File: src/rtl/comparator_pkg.sv
// Shared types for the bit-serial magnitude comparator: FSM states, one-hot result, result decode.
package comparator_pkg;

  typedef enum logic [1:0] {IDLE, SHIFT, DONE} cmp_state_e;

  typedef struct packed {
    logic a_gt;
    logic eq;
    logic b_gt;
  } cmp_result_t;

  localparam cmp_result_t RES_RESET = '0;

  function automatic cmp_result_t resolve_result(input logic decided, input logic gt);
    cmp_result_t r;
    r.a_gt = decided & gt;
    r.eq   = ~decided;
    r.b_gt = decided & ~gt;
    return r;
  endfunction

endpackage

File: src/rtl/serial_magnitude_comparator_cell.sv
// Sticky decision cell: records whether and how the first differing bit pair decided the compare.
module serial_cmp_cell (
  input  logic clk,
  input  logic rst_n,
  input  logic clear,
  input  logic accept,
  input  logic first_bit,
  input  logic signed_mode,
  input  logic bit_a,
  input  logic bit_b,
  output logic decided,
  output logic gt
);

  logic decided_q, decided_d;
  logic gt_q, gt_d;
  logic gt_new;

  always_comb begin
    // A differing sign bit in two's complement favours the operand whose MSB is 0.
    gt_new    = (signed_mode & first_bit) ? bit_b : bit_a;
    decided_d = decided_q;
    gt_d      = gt_q;
    if (clear) begin
      decided_d = 1'b0;
      gt_d      = 1'b0;
    end else if (accept && !decided_q && (bit_a != bit_b)) begin
      decided_d = 1'b1;
      gt_d      = gt_new;
    end
  end

  always_ff @(posedge clk or negedge rst_n) begin
    if (!rst_n) begin
      decided_q <= 1'b0;
      gt_q      <= 1'b0;
    end else begin
      decided_q <= decided_d;
      gt_q      <= gt_d;
    end
  end

  // Next-state view so the final bit pair is included when the top latches the result.
  assign decided = decided_d;
  assign gt      = gt_d;

endmodule

File: src/rtl/serial_magnitude_comparator.sv
// Bit-serial MSB-first magnitude comparator with valid/ready bit input and result handshake.
// Optional two's complement mode when SIGNED_CMP_EN is defined (adds signed_mode port).
module serial_magnitude_comparator
  import comparator_pkg::*;
#(
  parameter int WIDTH = 4,
  parameter int CNT_W = $clog2(WIDTH)
) (
  input  logic clk,
  input  logic rst_n,
`ifdef SIGNED_CMP_EN
  input  logic signed_mode,
`endif
  input  logic start,
  input  logic bit_valid,
  input  logic bit_a,
  input  logic bit_b,
  output logic bit_ready,
  output logic res_valid,
  input  logic res_ready,
  output logic a_greater,
  output logic equal,
  output logic b_greater,
  output logic busy
);

  localparam logic [CNT_W-1:0] LAST_IDX = CNT_W'(WIDTH - 1);

  cmp_state_e       state_q, state_d;
  logic [CNT_W-1:0] cnt_q, cnt_d;
  cmp_result_t      res_q, res_d;
  logic             signed_q;
  logic             clear, accept;
  logic             decided, gt;

`ifdef SIGNED_CMP_EN
  logic signed_d;
  always_ff @(posedge clk or negedge rst_n) begin
    if (!rst_n) signed_q <= 1'b0;
    else        signed_q <= signed_d;
  end
`else
  assign signed_q = 1'b0;
`endif

  always_comb begin
    state_d   = state_q;
    cnt_d     = cnt_q;
    res_d     = res_q;
    clear     = 1'b0;
    accept    = 1'b0;
    bit_ready = 1'b0;
    res_valid = 1'b0;
`ifdef SIGNED_CMP_EN
    signed_d  = signed_q;
`endif
    case (state_q)
      IDLE: begin
        if (start) begin
          state_d = SHIFT;
          cnt_d   = '0;
          clear   = 1'b1;
`ifdef SIGNED_CMP_EN
          signed_d = signed_mode;
`endif
        end
      end
      SHIFT: begin
        bit_ready = 1'b1;
        // A restart wins over any bit pair offered in the same cycle.
        if (start) begin
          cnt_d = '0;
          clear = 1'b1;
`ifdef SIGNED_CMP_EN
          signed_d = signed_mode;
`endif
        end else if (bit_valid) begin
          accept = 1'b1;
          if (cnt_q == LAST_IDX) begin
            state_d = DONE;
            res_d   = resolve_result(decided, gt);
          end else begin
            cnt_d = cnt_q + 1'b1;
          end
        end
      end
      DONE: begin
        res_valid = 1'b1;
        if (res_ready) state_d = IDLE;
      end
      default: state_d = IDLE;
    endcase
  end

  always_ff @(posedge clk or negedge rst_n) begin
    if (!rst_n) begin
      state_q <= IDLE;
      cnt_q   <= '0;
      res_q   <= RES_RESET;
    end else begin
      state_q <= state_d;
      cnt_q   <= cnt_d;
      res_q   <= res_d;
    end
  end

  serial_cmp_cell u_cell (
    .clk        (clk),
    .rst_n      (rst_n),
    .clear      (clear),
    .accept     (accept),
    .first_bit  (cnt_q == '0),
    .signed_mode(signed_q),
    .bit_a      (bit_a),
    .bit_b      (bit_b),
    .decided    (decided),
    .gt         (gt)
  );

  assign busy      = (state_q != IDLE);
  assign a_greater = res_q.a_gt;
  assign equal     = res_q.eq;
  assign b_greater = res_q.b_gt;

endmodule

File: config.mk
export PLATFORM = sky130hd
export DESIGN_NAME = serial_magnitude_comparator
export DESIGN_NICKNAME = d
export VERILOG_FILES = /design/src/rtl/comparator_pkg.sv /design/src/rtl/serial_magnitude_comparator_cell.sv /design/src/rtl/serial_magnitude_comparator.sv
export SDC_FILE = /design/constraint.sdc
export NUM_CORES = 1
export LEC_CHECK = 0
export CAP_MARGIN = 20
export CELL_PAD_IN_SITES_DETAIL_PLACEMENT = 1
export CELL_PAD_IN_SITES_GLOBAL_PLACEMENT = 2
export CORE_MARGIN = 5
export CORE_UTILIZATION = 27
export CTS_CLUSTER_DIAMETER = 50
export DETAILED_ROUTE_END_ITERATION = 8
export GPL_TIMING_DRIVEN = 0
export PLACE_DENSITY_LB_ADDON = 0.15
export SYNTH_ARGS = -nofsm -noshare
export SYNTH_HDL_FRONTEND = slang
export SYNTH_SLANG_ARGS = --single-unit
File: constraint.sdc
create_clock -name clk -period 1.9 [get_ports clk]
set_input_delay 0.38 -clock clk [delete_from_list [all_inputs] [get_ports clk]]
set_output_delay 0.38 -clock clk [all_outputs]
set_load 0.01 [all_outputs]
==> results of run 1 <==
-- per-layer routing --
layer	up-vias	share of wire (%)	track usage [%]
met5	-	0	0
met4	0	1.1	3.93
met3	2	8.7	6.02
met2	12	45	15.1
met1	200	45	11.8
li1	204	-	-
-- area by class of cell --
| cell class | instances | area [um^2] |
|---|---|---|
| Fill cell | 202 | 1030 |
| Sequential cell | 9 | 228 |
| Multi-Input combinational cell | 34 | 225 |
| Timing Repair Buffer | 14 | 133 |
| Clock buffer | 4 | 26.3 |
| Tap cell | 17 | 21.3 |
| Buffer | 2 | 18.8 |
| Inverter | 1 | 3.75 |
-- flip-flops by register name, summed over array words and instances, names as in the netlist --
register,cells
u_cell.gt_q,1
a_greater,1
cnt_q,2
u_cell.decided_q,1
state_q,2
b_greater,1
equal,1
-- repair_timing --
action | in CTS | in global routing
buffers inserted | 1 | 2
gates resized for setup | 2 | 0
endpoints found under the setup margin | 2 | 1
-- path summary, 6_finish.rpt --
path                                to  slack, ns  cells after the start
max                               busy       0.06                      2
min                        u_cell.gt_q       0.39                      2
max reg2reg                      equal       0.32                      5
min reg2reg                  b_greater       0.48                      2
max in group asynchronous   state_q[1]       1.16                      1
min in group asynchronous  u_cell.gt_q       0.42                      1
-- per-stage QoR --
| step | hold WS (ns) | std cells | setup slack [ns] | area [um^2] |
|---|---|---|---|---|
| detailed placement | 0.474 | 74 | -0.0165 | 604 |
| finish | 0.390 | 81 | 0.0622 | 656 |
| CTS | 0.381 | 79 | 0.00443 | 641 |
| floorplan | 0.0844 | 46 | 0.384 | 473 |
| global placement | 0.466 | 74 | -0.0149 | 604 |
| global route | 0.388 | 81 | 0.00412 | 656 |
-- power by group through the flow --
stage          logic, mW  registers [mW]  clock network (mW)
6_report           0.107           0.224               0.154
3_5_place_dp       0.105           0.229                   0
2_1_floorplan     0.0469           0.232                   0
5_1_grt            0.118           0.228               0.178
3_3_place_gp       0.103           0.229                   0
4_1_cts            0.105           0.226               0.165
-- cells by family after synthesis --
group	Yosys count	synth area share, %
buffers and inverters	3	4.76
xor gates and xnor gates	1	1.85
DFF	9	47.6
adders and majority gates	1	2.65
AOI/OAI and AO/OA	13	18.0
muxes	2	5.29
and+or+nand+nor	17	19.8
-- synth_stat cells --
| master | count |
|---|---|
| dfrtp_1 | 9 |
| nor2_1 | 6 |
| nand2_1 | 4 |
| a21oi_1 | 3 |
| o21ai_1 | 3 |
| a22o_1 | 2 |
| and3b_2 | 2 |
| o31ai_1 | 2 |
| a21boi_1 | 1 |
| a31oi_1 | 1 |
| buf_6 | 1 |
| clkbuf_4 | 1 |
| ha_1 | 1 |
| inv_1 | 1 |
| mux2_4 | 1 |
| mux2i_1 | 1 |
| nand3b_1 | 1 |
| nor2b_2 | 1 |
| nor3_1 | 1 |
| o41ai_1 | 1 |
| or2_2 | 1 |
| or3b_1 | 1 |
| xor2_1 | 1 |
==> results.md, run 1 <==
- Via-to-Cell Ratio: 5.16
- Largest net degree at the start of global routing: 10
- Crit-path cells: or2_2 -> clkdlybuf4s50_1
- Yosys warning count: 0
- Critical path's slowest cell: clkdlybuf4s50_1
- Commonest cells after routing, fill and taps aside: 11 x clkdlybuf4s50_1, 7 x dfrtp_1, 6 x nor2_1
- Buffers on Ports: 11
- Row count: 15
- Internal: 0.355 mW
- Sequential area share after synthesis: 47.6%
- FF+latch count, synth: 9
- Syn avg cell area: 10.3 um^2
- Initial antenna violation count: 0
- CP Launch Point: state_q[0]
- RR Startpoint: cnt_q[1]
- Fin. max-slew vios: 0
- Hold Path Class: primary input to flip-flop
- Synth unique cells: 23
- Nets: 73
- Synth Instances: 46
- Hold Startpoint: start
- PnR Total Power: 0.485 mW
- Clk sink count: 9
- Post-route DRC violation count: 0
- Antenna Cells: 0
- Per-cell routed wire length: 13.7 um
- RSZ-0062 raised after global routing: no
- CTS clk-pin slew, worst paths: 0.06 ns
- Final WL: 1.11 mm
- Layout Skew: 0.00180 ns
- CTS tree: yes
- Crit path buffers/inverters: 1
- Root Buffer Master: clkbuf_4
- Sw power: 0.129 mW
- Crit path max fanout: 5
- Final Setup Violations: 0
- Combinational power share: 22.0%
- Clk pwr share: 31.7%
- Mapped cell area: 473 um^2
- Minimum clock period after layout: 1.84 ns
- Total Routing Usage GR: 10.1%
- Worst-skew pair later-pin latency: 0.27 ns
- Starting density of the core: 28.0%
- GP Congestion: 0.765
- Crit Path Class: flip-flop to primary output
- Initial DRC count: 6
- Vias in the first global route: 429
- Outcome: complete, no violations
- P_leak: 0.283 nW
- Switching part of the total power: 26.7%
- Crit path DAT: 1.46 ns
- Top-area cell type share of the netlist area: 47.6%
- Flop pwr share: 46.3%
- CTS Hold Bufs: 0
- Max IR drop VDD: 0.000408 V
- Tcrit/Tclk final: 96.7%
- Drt first pass iters: 4
- Die ar.: 2690 um^2
- DR vias: 418
- Worst Tran Pin Value: 0.426 ns
- Biggest area consumer among synthesized cells: dfrtp_1
- Final core occ: 38.8%
- Req. time, crit path: 1.52 ns
- Layout cells sized above 1: 23.4%
- Number of max-cap violations: 0
- # IOs: 13
- CP Launch Type: flip-flop
- Slew headroom: 71.5%
- Worst setup EP type: primary output
- First-pass GRT wire length: 1.90 mm
- Post-Syn Nets: 54
- H-tree levels: 1
- Synth area leaders: dfrtp_1 48%, nor2_1 4.8%, and3b_2 4.2%
- Total core area: 1690 um^2
- CTS Buffer Depth: 2
- CP delay by family, top: buffers and inverters
- Critical Path Max Stage Delay: 0.48 ns
- Commonest non-fill, non-tap cell in the layout: clkdlybuf4s50_1
- Power per cell area: 739 nW/um^2
- Hold Vio Cnt, Final: 0
- FMAX: 0.544 GHz
- Setup TNS: 0 ns
- Die Y: 51.9 um
- Routed Antenna Nets: 0
- Num CTS Buffers: 3
- Area delta synth->final: 38.6%
- Overflow after GRT: 0
- Die width: 51.9 um
No activity file was read; power rests on OpenSTA's default activity.
==> run 2: changes to the inputs <==
--- a/config.mk
+++ b/config.mk
@@ -12,7 +12,6 @@
 export CORE_UTILIZATION = 27
 export CTS_CLUSTER_DIAMETER = 50
 export DETAILED_ROUTE_END_ITERATION = 8
-export GPL_TIMING_DRIVEN = 0
 export PLACE_DENSITY_LB_ADDON = 0.15
 export SYNTH_ARGS = -nofsm -noshare
 export SYNTH_HDL_FRONTEND = slang
==> run 2 against run 1 <==
- utilization is 0.074 points lower
- non-clock buffer count did not move
- critical path depth stayed put
- clock power down 5%
- combinational power about the same
- first-iteration DRC count is 50% lower
- total power fell by 0.72%
- worst hold slack gained 0.039 ns
- register-to-register slack about the same
- critical endpoint unchanged
- largest power group unchanged
==> results.md, run 2 (same netlist as run 1, synthesis figures left out) <==
- Slew headroom: 71.2% (was 71.5%)
- Row count: 15 (unchanged)
- Drt first pass iters: 4 (unchanged)
- Internal: 0.357 mW (was 0.355 mW)
- Top Registers: cnt_q (2), state_q (2) (unchanged)
- Die Y: 51.9 um (unchanged)
- Worst setup EP type: primary output (unchanged)
- Overflow after GRT: 0 (unchanged)
- Hold Vio Cnt, Final: 0 (unchanged)
- Met1 GRT Util: 13.6% (was 11.8%)
- P_leak: 0.282 nW (was 0.283 nW)
- CTS clk-pin slew, worst paths: 0.06 ns (about the same)
- First-pass GRT wire length: 2.01 mm (was 1.90 mm)
- Layout Skew: 0.00231 ns (was 0.00180 ns)
- Flop pwr share: 46.9% (was 46.3%)
- Number of max-cap violations: 0 (unchanged)
- Via-to-Cell Ratio: 5.00 (was 5.16)
- Switching part of the total power: 25.9% (was 26.7%)
- Commonest non-fill, non-tap cell in the layout: clkdlybuf4s50_1 (unchanged)
- Final HPWL DP: 922 um
- Nets: 73 (unchanged)
- Inst Count DP: 75 (was 74)
- Clk sink count: 9 (unchanged)
- CTS Hold Bufs: 0 (unchanged)
- Post-DP Area: 611 um^2 (was 604 um^2)
- Max IR drop VDD: 0.000290 V (was 0.000408 V)
- Combinational power share: 22.6% (was 22.0%)
- Buffers on Ports: 12 (was 11)
- Antenna Cells: 0 (unchanged)
- Vias in the first global route: 451 (was 429)
- CTS tree: yes (unchanged)
- Minimum clock period after layout: 1.83 ns (was 1.84 ns)
- Final Setup Violations: 0 (unchanged)
- Post-route DRC violation count: 0 (unchanged)
- Worst Tran Pin Value: 0.431 ns (was 0.426 ns)
- Total core area: 1690 um^2 (unchanged)
- Global routing usage on met2: 14.4% (was 15.1%)
- Outcome: complete, no violations (unchanged)
- Crit Path Class: flip-flop to primary output (unchanged)
- Root Buffer Master: clkbuf_4 (unchanged)
- Tcrit/Tclk final: 96.3% (was 96.7%)
- Clk pwr share: 30.5% (was 31.7%)
- GRT busiest layer: met2 (unchanged)
- Hold Path Class: primary input to asynchronous set/reset pin (was primary input to flip-flop)
- Worst-skew pair later-pin latency: 0.26 ns (was 0.27 ns)
- Initial antenna violation count: 0 (unchanged)
- Req. time, crit path: 1.52 ns (about the same)
- Final worst slack: 0.0711 ns (was 0.0622 ns)
- DR vias: 405 (was 418)
- Final WL: 1.14 mm (was 1.11 mm)
- Power per cell area: 735 nW/um^2 (was 739 nW/um^2)
- Die width: 51.9 um (unchanged)
- Layout cells sized above 1: 21.9% (was 23.4%)
- Starting density of the core: 28.0% (unchanged)
- CTS Buffer Depth: 2 (unchanged)
- Dpl ws: -0.0127 ns (was -0.0165 ns)
- Final instance area: 654 um^2 (was 656 um^2)
- Area delta synth->final: 38.4% (was 38.6%)
- Routed Antenna Nets: 0 (unchanged)
- Largest net degree at the start of global routing: 10 (unchanged)
- Met3 Use GR: 3.72% (was 6.02%)
- Commonest cells after routing, fill and taps aside: 12 x clkdlybuf4s50_1, 7 x dfrtp_1, 6 x nor2_1 (was 11 x clkdlybuf4s50_1, 7 x dfrtp_1, 6 x nor2_1)
- GP Congestion: 0.711 (was 0.765)
- Sw power: 0.124 mW (was 0.129 mW)
- # IOs: 13 (unchanged)
- PnR Total Power: 0.481 mW (was 0.485 mW)
- Num CTS Buffers: 3 (unchanged)
- Fin. max-slew vios: 0 (unchanged)
- Per-cell routed wire length: 14.0 um (was 13.7 um)
- Final Non-Filler Cells: 81 (unchanged)
- Total Routing Usage GR: 10.3% (was 10.1%)
- CP Launch Type: flip-flop (unchanged)
- Die ar.: 2690 um^2 (unchanged)
- H-tree levels: 1 (unchanged)
- FMAX: 0.547 GHz (was 0.544 GHz)
- RSZ-0062 raised after global routing: no (unchanged)
- Crit path DAT: 1.45 ns (was 1.46 ns)
- Initial DRC count: 3 (was 6)
- Crit path max fanout: 5 (unchanged)
==> run 2: cell count changes in the layout (fill, tap and decap cells not counted) <==
cell             change
buf_4                +1
buf_6                -1
clkbuf_4             -1
clkdlybuf4s50_1      +1
==> run 2: timing repair <==
| item | 4_1_cts | 5_1_grt |
|---|---|---|
| gates resized for setup | 1 | 1 |
| setup endpoints to repair | 2 | 2 |
| buffers inserted | 0 | 2 |
==> run 2: layout make-up <==
| cell class | instances | area, um^2 |
|---|---|---|
| clock buffer | 4 | 26.3 |
| fill | 204 | 1030 |
| inverter | 1 | 3.75 |
| multi-input combinational | 34 | 225 |
| sequential | 9 | 228 |
| tap | 17 | 21.3 |
| timing repair buffer | 16 | 150 |
==> run 2: metal layers <==
| layer | vias to the layer above | part of all wire, % |
|---|---|---|
| met5 | - | 0 |
| met1 | 191 | 49 |
| met3 | 0 | 8.5 |
| li1 | 201 | - |
| met2 | 13 | 42 |
| met4 | 0 | 0 |
==> run 2: power by group through the flow <==
stage	registers, mW	logic [mW]	clock network [mW]
6_report	0.226	0.109	0.147
2_1_floorplan	0.232	0.0469	0
4_1_cts	0.227	0.109	0.153
3_3_place_gp	0.231	0.107	0
3_5_place_dp	0.230	0.109	0
5_1_grt	0.230	0.121	0.162
==> run 2: metrics by stage <==
step	util, %	hold WS (ns)	setup TNS (ns)
after floorplan	-	0.0844	0
after global placement	36.1	0.496	0
after detailed placement	36.1	0.498	-0.0127
after CTS	37.8	0.440	0
after global routing	38.7	0.462	0
final	38.7	0.428	0
==> run 2: final timing paths <==
check	cells past startpoint	from	slack, ns	to
hold reg to reg	1	state_q[1]	0.50	state_q[0]
setup reg to reg	4	cnt_q[1]	0.32	equal
max in group asynchronous	1	rst_n	1.15	state_q[1]
setup / recovery	2	state_q[1]	0.07	busy
min in group clk	1	state_q[1]	0.50	state_q[0]
hold / removal	1	rst_n	0.43	a_greater
==> run 2: worst max-delay path: stages, from the launching register on <==
cell,delay (ns)
dfrtp_2,0.44
or2_2,0.28
clkdlybuf4s50_1,0.48
